`src/rtl/gshare_pkg.sv`:
```
// Shared types and counter helpers for the gshare predictor.
// Combinational functions only; no state lives here.
// No flow control; consumers call these from their own logic.
package gshare_pkg;

  typedef enum logic {
    INIT = 1'b0,
    RUN  = 1'b1
  } state_t;

  // Widest counter any instance may use; helpers work at this width.
  localparam int unsigned CTR_MAX_W = 4;
  typedef logic [CTR_MAX_W-1:0] ctr_t;

  // Weakly-not-taken value, just below the taken threshold.
  function automatic ctr_t ctr_init(input int unsigned ctr_w);
    return ctr_t'((1 << (ctr_w - 1)) - 1);
  endfunction

  // Saturating step towards the resolved direction.
  function automatic ctr_t ctr_next(input ctr_t ctr, input logic taken,
                                    input int unsigned ctr_w);
    ctr_t top;
    top = ctr_t'((1 << ctr_w) - 1);
    if (taken) begin
      return (ctr == top) ? ctr : ctr + 1'b1;
    end
    return (ctr == '0) ? ctr : ctr - 1'b1;
  endfunction

endpackage

```
`src/rtl/gshare_pht.sv`:
```
// Pattern history table: 2^IDX_W saturating counters, one read and one write port.
// Read is combinational; writes land on the next rising edge.
// No backpressure; an init write wins over a training update.
module gshare_pht
  import gshare_pkg::*;
#(
  parameter int unsigned IDX_W = 7,
  parameter int unsigned CTR_W = 2
) (
  input  logic             clk,
  input  logic [IDX_W-1:0] rd_idx,
  output logic [CTR_W-1:0] rd_ctr,
  input  logic             init_en,
  input  logic [IDX_W-1:0] init_idx,
  input  logic             upd_en,
  input  logic [IDX_W-1:0] upd_idx,
  input  logic             upd_taken
);

  localparam int unsigned DEPTH = 1 << IDX_W;
  localparam logic [CTR_W-1:0] WNT = CTR_W'(ctr_init(CTR_W));

  // Contents are defined by the init sweep, so the array carries no reset.
  logic [CTR_W-1:0] pht_q [DEPTH];
  logic [CTR_W-1:0] upd_nxt;

  // Prediction read; sees the pre-update value on a same-index write.
  assign rd_ctr = pht_q[rd_idx];

  // Read-modify-write value for the training port.
  assign upd_nxt = CTR_W'(ctr_next(ctr_t'(pht_q[upd_idx]), upd_taken, CTR_W));

  // Single write port: sweep writes have priority over training.
  always_ff @(posedge clk) begin
    if (init_en) begin
      pht_q[init_idx] <= WNT;
    end else if (upd_en) begin
      pht_q[upd_idx] <= upd_nxt;
    end
  end

endmodule

```
`src/rtl/gshare_predictor_param.sv`:
```
// Gshare direction predictor: history XOR PC indexes a saturating-counter table.
// Prediction is combinational; table/history updates take effect next edge; init sweep 2^IDX_W cycles.
// ready is low during the sweep and all requests are dropped; no other backpressure.
module gshare_predictor_param
  import gshare_pkg::*;
#(
  parameter int unsigned IDX_W  = 7,
  parameter int unsigned HIST_W = 7,
  parameter int unsigned PC_W   = 7,
  parameter int unsigned CTR_W  = 2
) (
  input  logic              clk,
  input  logic              areset_n,
  input  logic              flush,
  output logic              ready,
  input  logic              predict_valid,
  input  logic [PC_W-1:0]   predict_pc,
  output logic              predict_taken,
  output logic [HIST_W-1:0] predict_history,
  input  logic              train_valid,
  input  logic              train_taken,
  input  logic              train_mispredicted,
  input  logic [HIST_W-1:0] train_history,
  input  logic [PC_W-1:0]   train_pc
);

  localparam logic [IDX_W-1:0] LAST_IDX = '1;

  state_t            state_q, state_d;
  logic [IDX_W-1:0]  ptr_q, ptr_d;
  logic [HIST_W-1:0] hist_q, hist_d;

  logic              run;
  logic              init_en;
  logic              upd_en;
  logic [IDX_W-1:0]  pred_idx;
  logic [IDX_W-1:0]  train_idx;
  logic [CTR_W-1:0]  pred_ctr;

  assign run = (state_q == RUN);

  // Index hashing: short histories are zero-extended to the index width.
  assign pred_idx  = predict_pc[IDX_W-1:0] ^ IDX_W'(hist_q);
  assign train_idx = train_pc[IDX_W-1:0]   ^ IDX_W'(train_history);

  // A flush cycle neither sweeps nor trains; the sweep restarts from 0 next cycle.
  assign init_en = (state_q == INIT) && !flush;
  assign upd_en  = run && train_valid && !flush;

  assign ready           = run;
  assign predict_taken   = run && predict_valid && pred_ctr[CTR_W-1];
  assign predict_history = (run && predict_valid) ? hist_q : '0;

  gshare_pht #(
    .IDX_W (IDX_W),
    .CTR_W (CTR_W)
  ) u_pht (
    .clk       (clk),
    .rd_idx    (pred_idx),
    .rd_ctr    (pred_ctr),
    .init_en   (init_en),
    .init_idx  (ptr_q),
    .upd_en    (upd_en),
    .upd_idx   (train_idx),
    .upd_taken (train_taken)
  );

  // Next state: sweep progress, flush restart, and history shift/repair.
  always_comb begin
    state_d = state_q;
    ptr_d   = ptr_q;
    hist_d  = hist_q;
    case (state_q)
      INIT: begin
        if (flush) begin
          ptr_d  = '0;
          hist_d = '0;
        end else begin
          ptr_d = ptr_q + 1'b1;
          if (ptr_q == LAST_IDX) begin
            state_d = RUN;
          end
        end
      end
      RUN: begin
        if (flush) begin
          state_d = INIT;
          ptr_d   = '0;
          hist_d  = '0;
        end else if (train_valid && train_mispredicted) begin
          // Repair from the resolved branch; overrides any speculative shift.
          hist_d = HIST_W'({train_history, train_taken});
        end else if (predict_valid) begin
          hist_d = HIST_W'({hist_q, predict_taken});
        end
      end
      default: begin
        state_d = INIT;
        ptr_d   = '0;
        hist_d  = '0;
      end
    endcase
  end

  // State, sweep pointer and history registers.
  always_ff @(posedge clk or negedge areset_n) begin
    if (!areset_n) begin
      state_q <= INIT;
      ptr_q   <= '0;
      hist_q  <= '0;
    end else begin
      state_q <= state_d;
      ptr_q   <= ptr_d;
      hist_q  <= hist_d;
    end
  end

endmodule
```
`config.mk`:
```
export PLATFORM = sky130hd
export DESIGN_NAME = gshare_predictor_param
export DESIGN_NICKNAME = d
export VERILOG_FILES = /design/src/rtl/gshare_pkg.sv /design/src/rtl/gshare_pht.sv /design/src/rtl/gshare_predictor_param.sv
export SDC_FILE = /design/constraint.sdc
export NUM_CORES = 1
export LEC_CHECK = 0
export BUFFER_PORTS_ARGS = -buffer_cell sky130_fd_sc_hd__buf_2
export CAP_MARGIN = 20
export CORE_MARGIN = 3
export CORE_UTILIZATION = 45
export DETAILED_ROUTE_END_ITERATION = 10
export HOLD_SLACK_MARGIN = 0.12
export PLACE_DENSITY = 0.58
export SYNTH_ARGS = -nofsm -noshare
export SYNTH_HDL_FRONTEND = slang
export SYNTH_SLANG_ARGS = --single-unit
```
`constraint.sdc`:
```
create_clock -name clk -period 17.2 [get_ports clk]
set_input_delay 3.44 -clock clk [delete_from_list [all_inputs] [get_ports clk]]
set_output_delay 3.44 -clock clk [all_outputs]
set_load 0.01 [all_outputs]
```
Yosys cells after proc, flatten, opt, wreduce, memory -nomap -nowiden
Memories as Yosys holds them, arrays and structs flattened.
Cells that the tools add are included.
{"block": "word_totals", "register_bits": 15, "ram_bits": 256, "out_inout_bits": 9, "inputBits": 28, "mem_count": 1, "elab_cells": 50}
{"name": "u_pht.pht_q", "depth": 128, "width": 2, "rd": 2, "rd_ports_with_merged_regs": 0, "wr": 1, "line_no": "gshare_pht.sv:24", "text": "logic [CTR_W-1:0] pht_q [DEPTH];"}
{"block": "op_classes", "n_addsub": 3, "eq_ne": 5, "reduce_logical": 10, "bitwise_logic": 3, "n_mux": 25}
{"operator": "2-to-1 mux 7 bit", "count": 7}
{"operator": "one-hot mux 7 bit (2 select lines)", "count": 2}
{"operator": "XOR 7 bit", "count": 2}
{"operator": "2-to-1 mux 1 bit", "count": 10}
{"operator": "2-to-1 mux 2 bit", "count": 5}
{"operator": "adder 7 x 1 -> 7 bit (second input constant)", "count": 1}
{"operator": "== test 7 bit (second input constant)", "count": 1}
{"operator": "logical AND 1 bit", "count": 6}
{"operator": "!= test 2 bit (second input constant)", "count": 2}
{"operator": "!= test 4 x 3 -> 1 bit (second input constant)", "count": 1}
{"operator": "adder 2 x 1 -> 2 bit (second input constant)", "count": 1}
{"operator": "== test 2 bit (second input constant)", "count": 1}
{"operator": "logical NOT 2 bit", "count": 1}
{"operator": "one-hot mux 1 bit (2 select lines)", "count": 1}
{"operator": "AND reduction 2 bit", "count": 1}
{"operator": "OR reduction 2 bit", "count": 1}
{"operator": "subtractor 2 x 1 -> 2 bit (second input constant)", "count": 1}
{"operator": "logical NOT 1 bit", "count": 1}
{"operator": "inverter 1 bit", "count": 1}

Depth between registers and ports, before layout
{"block": "logic_depth", "word_depth": 7, "mapped_depth": 10, "ltp_nobuf": 8}

Hierarchy
A second synthesis with hierarchy kept.
{"block": "hier_totals", "cells_unflattened": 837, "area_unflattened_um2": 13764.5}
{"mod": "gshare_pht", "seq_area_each_um2": 7687.4, "cells_each": 751, "n_inst": 1, "area_each_um2": 12834.8}
{"mod": "gshare_predictor_param", "seq_area_each_um2": 375.4, "cells_each": 86, "n_inst": 1, "area_each_um2": 929.6}

Least setup slack after synthesis
No wires, ideal clock.
{"block": "synth_timing", "kind": "input to register", "startpoint": "input train_history[0]", "endpoint": "memory u_pht.pht_q[0][0], data pin", "path_buffers": 1, "required_time_ps": 16345, "stages": 9, "setup_time_ps": 855, "slack_ps": 7671, "arrival_ps": 8675, "path_cell_list": "xor2_2 buf_6 mux4_1 a22oi_1 a21oi_1 a2111oi_4 o311a_1 a21oi_1 o21bai_1"}
{"block": "synth_via", "elab_chain_cells": 7, "elab_cells_between_ends": 11, "cone_classes": "add/sub (2); eq/ne (1); mux (5); bitwise (1); reduce/logical (1); memory (1)"}
{"item": "start, declared", "line_no": "gshare_predictor_param.sv:23", "text": "input logic [HIST_W-1:0] train_history,"}
{"item": "XOR 7 bit *", "line_no": "gshare_predictor_param.sv:44", "text": "assign train_idx = train_pc[IDX_W-1:0] ^ IDX_W'(train_history);"}
{"item": "memory read (128 x 2 bit) *"}
{"item": "adder 2 x 1 -> 2 bit or == test 2 bit (tied branches)", "line_no": "gshare_pkg.sv:26", "text": "return (ctr == top) ? ctr : ctr + 1'b1;"}
{"item": "2-to-1 mux 2 bit", "line_no": "gshare_pkg.sv:26"}
{"item": "2-to-1 mux 2 bit", "line_no": "gshare_pkg.sv:25", "text": "if (taken) begin"}
{"item": "2-to-1 mux 2 bit *", "line_no": "gshare_pkg.sv:28", "text": "return (ctr == '0) ? ctr : ctr - 1'b1;"}
{"item": "2-to-1 mux 2 bit (no line) *"}
{"item": "end, declared", "line_no": "gshare_pht.sv:24"}
Mark *: on every way between the ends. The rest lies on a longest branch, timed or not. The select of a mux whose other input is x is not followed.

Worst setup path in the final report
{"block": "layout_timing", "startpoint": "input predict_pc[1]", "endpoint": "output predict_taken"}
{"block": "layout_via", "elab_chain_cells": 3}
{"item": "start, declared", "line_no": "gshare_predictor_param.sv:17", "text": "input logic [PC_W-1:0] predict_pc,"}
{"item": "XOR 7 bit", "line_no": "gshare_predictor_param.sv:43", "text": "assign pred_idx = predict_pc[IDX_W-1:0] ^ IDX_W'(hist_q);"}
{"item": "memory read (128 x 2 bit)"}
{"item": "logical AND 1 bit", "line_no": "gshare_predictor_param.sv:51", "text": "assign predict_taken = run && predict_valid && pred_ctr[CTR_W-1];"}
{"item": "end, declared", "line_no": "gshare_predictor_param.sv:18", "text": "output logic predict_taken,"}
Every way passes these cells.

==> results.txt <==
The cell accounting for the most synthesized area was sky130_fd_sc_hd__edfxtp_1. For this run, the register share of the synthesized area comes to 63.0%. The tools report the effective utilization at floorplan as 45.8%. The flow ran to the end, and the final reports show no timing, DRC or antenna violations. The number of global-route vias before repair is 7838, and the global-route wire length before repair is 49400 um. The number of clock buffers added by TritonCTS is 28. At the end of routability-driven placement, the weighted congestion stood at 0.848.

For the area used by sequential logic in the layout, the log shows 0.00806 sq mm. The tools report the root cell of the clock tree as sky130_fd_sc_hd__clkbuf_16. The initial antenna violation count is 0, and the fill cell total of the finished layout is 2301. For the finished layout, the period the worst path requires is 9.63 ns. The post-CTS setup buffer count was 0. The port buffer count works out to 36. Setup repair after global routing left no endpoint under its margin. STA puts the critical path data required time at 13.76 ns.

For the number of top-level pins, the log shows 37. The synthesized flop and latch total came out at 271. The detail-routed via count per cell was 6.13.

The family with the most delay on the worst path is multiplexers. The tools report the total number of clock tree sinks as 271. Summed over all nets, the half-perimeter wirelength after detailed placement is 21300 um.

In this run the core area contains 61 standard-cell rows. After detailed routing, the average wire length per cell comes to 25.9 um. Measured against its own limit, the worst slew margin works out to 25.3%. With fillers left out, the area of the finished cells amounts to 0.0143 sq mm.

In the synthesized netlist the async set-or-reset flop fraction comes to 5.54%. The number of standard cells after synthesis was 805. The post-route fraction of the period consumed by the critical path is 56.0%, and the die width is 175 um. Delay of the slowest critical-path stage: 0.59 ns. Traced cell by cell, the critical path runs through buf_2, xor2_4, buf_4, mux4_2, mux4_2, mux2i_1, o21ai_0, o211ai_2, nor2_1, buf_2. After synthesis, the netlist uses 50 different library cells.

The number of max-capacitance violations reported is 0. sky130_fd_sc_hd__edfxtp_1 is the most common cell in the netlist. Number of flops mapped to enable cells by yosys: 256.

The run gives 0 as the DRC violation count after routing. Worst-margin pin slew: 1.12 ns. The most used flip-flop cell after synthesis is sky130_fd_sc_hd__edfxtp_1. In this run the power density over the cells is 97.0 mW/mm^2. Worst hold slack: 0.545 ns. The tools report the deepest level of the CTS H-tree as 1. In the final layout, the share of cells above drive strength 1 is 23.1%.

The multi-input logic area was 0.00456 sq mm. For this design, the slowest cell found on the critical path is sky130_fd_sc_hd__mux4_2. The tools report the summed negative setup slack over all endpoints as 0 ns.

The count of synthesis-stage warnings from yosys came out at 0. Clock edge transition at the registers on the reported setup and hold paths: 0.06 ns. For the top achievable clock speed, the log shows 104 MHz. In this run the cell area of the synthesized design comes to 0.0128 sq mm. 0 antenna diodes ended up in the layout. Counting both buffers and inverters, the worst setup path holds a total of 3. The die covers 0.0305 sq mm.

The detailed-router iteration count before antenna repair is 6. The critical path is of the in -> out type. Sorting the synthesized cells by area gives the leading types as sky130_fd_sc_hd__edfxtp_1 (60%), sky130_fd_sc_hd__mux4_2 (15%), sky130_fd_sc_hd__nor2_1 (4.5%), sky130_fd_sc_hd__mux4_1 (3.1%), sky130_fd_sc_hd__dfrtp_1 (2.9%).

Once placement finished, the instance area stood at 0.0134 sq mm. Sorting the synthesized cells by how often they occur yields sky130_fd_sc_hd__edfxtp_1 (256), sky130_fd_sc_hd__nor2_1 (152), sky130_fd_sc_hd__mux4_2 (85). Of the post-synthesis cell area, the dominant cell type holds 60.1%. The setup check on the worst reg-to-reg path leaves a slack of 13.39 ns.

The logs give 0.0126 ns for the maximum clock skew at final layout and 0.0000696 V for the maximum vdd ir drop. The number of buffers between clock root and the deepest sink was 3. The tools report the startpoint kind of the worst setup timing path as a primary input.

Entering global routing, the biggest net connects 97 pins. Measured along the y axis, the die boundary spans 175 um. In this run the mean area of a mapped cell was 15.9 sq um.

In this run the worst path has a maximum fanout of 29. STA puts the critical path data arrival time at 6.19 ns. The count of nets left with antenna violations after detail routing is 0. The area growth from synthesis to layout is 12.0%.

The clock insertion delay at the later pin of the skew report is 0.55 ns, and the final-report max-slew violation count is 0. The vias after detailed routing came out at 7631. The hold violation total from the final report was 0. The number of DRC violations after detailed-routing iteration 0 is 778, and the final-report setup violation count is 0. Type of the most critical hold path: reg -> reg. For this run, the total global-route usage over all layers was measured as 21.5%. The aggregate global routing overflow is 0, and the number of nets produced by synthesis is 834. The overall power after layout is 1390 uW, and the final routed wirelength across all metal layers is 32200 um. Sort of element at the end of the critical path: a primary output. For this design, the CTS-stage hold fixing added 0 buffers. After clock tree synthesis, the repair step resized 0 gates.

Summed over all cells, the static leakage comes to 0.00516 uW. Layout net count: 879. TritonCTS built the clock tree.

The core region area came out at 0.0279 sq mm.
## registers in the layout (all words and copies together) (netlist names)
register	cells
hist_q	7
ptr_q	7
ready	1
u_pht.pht_q	256
## cells by family after synthesis
kind of cell	share of synthesized area [%]
AOI/OAI and AO/OA	3.90
and+or+nand+nor	8.45
DFF	63.0
adders and majority gates	0.0978
xor gates and xnor gates	1.91
muxes	20.6
buffers and inverters	2.00
## worst register-to-register path, delay by kind of cell, from the launching register on
family	cells	cell delay, ns
compound gates	6	1.68
buf+inv	1	0.80
flops	1	0.35
mux	1	0.57
## per-layer routing
layer	track usage, %	share of wire [%]	wire, um
met2	34.9	48	15600
met5	0	0	0
met3	4.06	7.2	2330
met4	6.25	2.5	817
met1	30.1	42	13500
## report_power, final
part           switching [uW]  internal (uW)
sequential               1.46            712
clock                     245            314
combinational            71.6           43.6
## path summary, 6_finish.rpt
kind	startpoint	end	cells after the start
max	predict_pc[1]	predict_taken	10
min	hist_q[6]	hist_q[6]	2
max reg2reg	u_pht.pht_q[89][0]	u_pht.pht_q[90][0]	8
min reg2reg	hist_q[6]	hist_q[6]	2
max in group asynchronous	areset_n	hist_q[6]	1
min in group asynchronous	areset_n	ptr_q[3]	1
## through the flow
stage / util (%) / cells / worst slack, ns
after floorplan: - / 805 / 7.67
after global placement: 48.0 / 1193 / 7.62
after detailed placement: 48.1 / 1196 / 7.53
after CTS: 51.1 / 1243 / 7.53
after global routing: 51.3 / 1245 / 7.38
final: 51.3 / 1245 / 7.57
## layout by cell type (no fill, tap or decap), drive strengths merged, types with 2 or more instances in the layout
cell | netlist | routed
o31ai | 3 | 3
o21ai | 24 | 24
nand3 | 26 | 26
o311ai | 2 | 2
clkbuf | 19 | 35
dfrtp | 15 | 15
clkinv | 0 | 11
mux4 | 100 | 100
nand3b | 5 | 5
inv | 1 | 2
mux2i | 28 | 28
a32oi | 3 | 3
or3 | 2 | 2
xor2 | 15 | 15
nand2 | 59 | 59
and3 | 7 | 7
mux2 | 4 | 4
xnor2 | 9 | 9
o211ai | 4 | 4
a211oi | 7 | 7
nor3 | 3 | 3
a21oi | 12 | 12
buf | 22 | 56
nor2b | 3 | 3
o21a | 3 | 3
a22oi | 3 | 3
edfxtp | 256 | 256
nor2 | 152 | 152
o22ai | 4 | 4
## area by class of cell
class / instances / area share [%]
clock buffers: 35 / 5.36
repair buffers: 56 / 2.64
well taps: 378 / 3.30
clock inverters: 12 / 0.489
multi-input cells: 492 / 31.9
inverters: 1 / 0.0262
flip-flops and latches: 271 / 56.3
No activity file was read; power rests on OpenSTA's default activity.
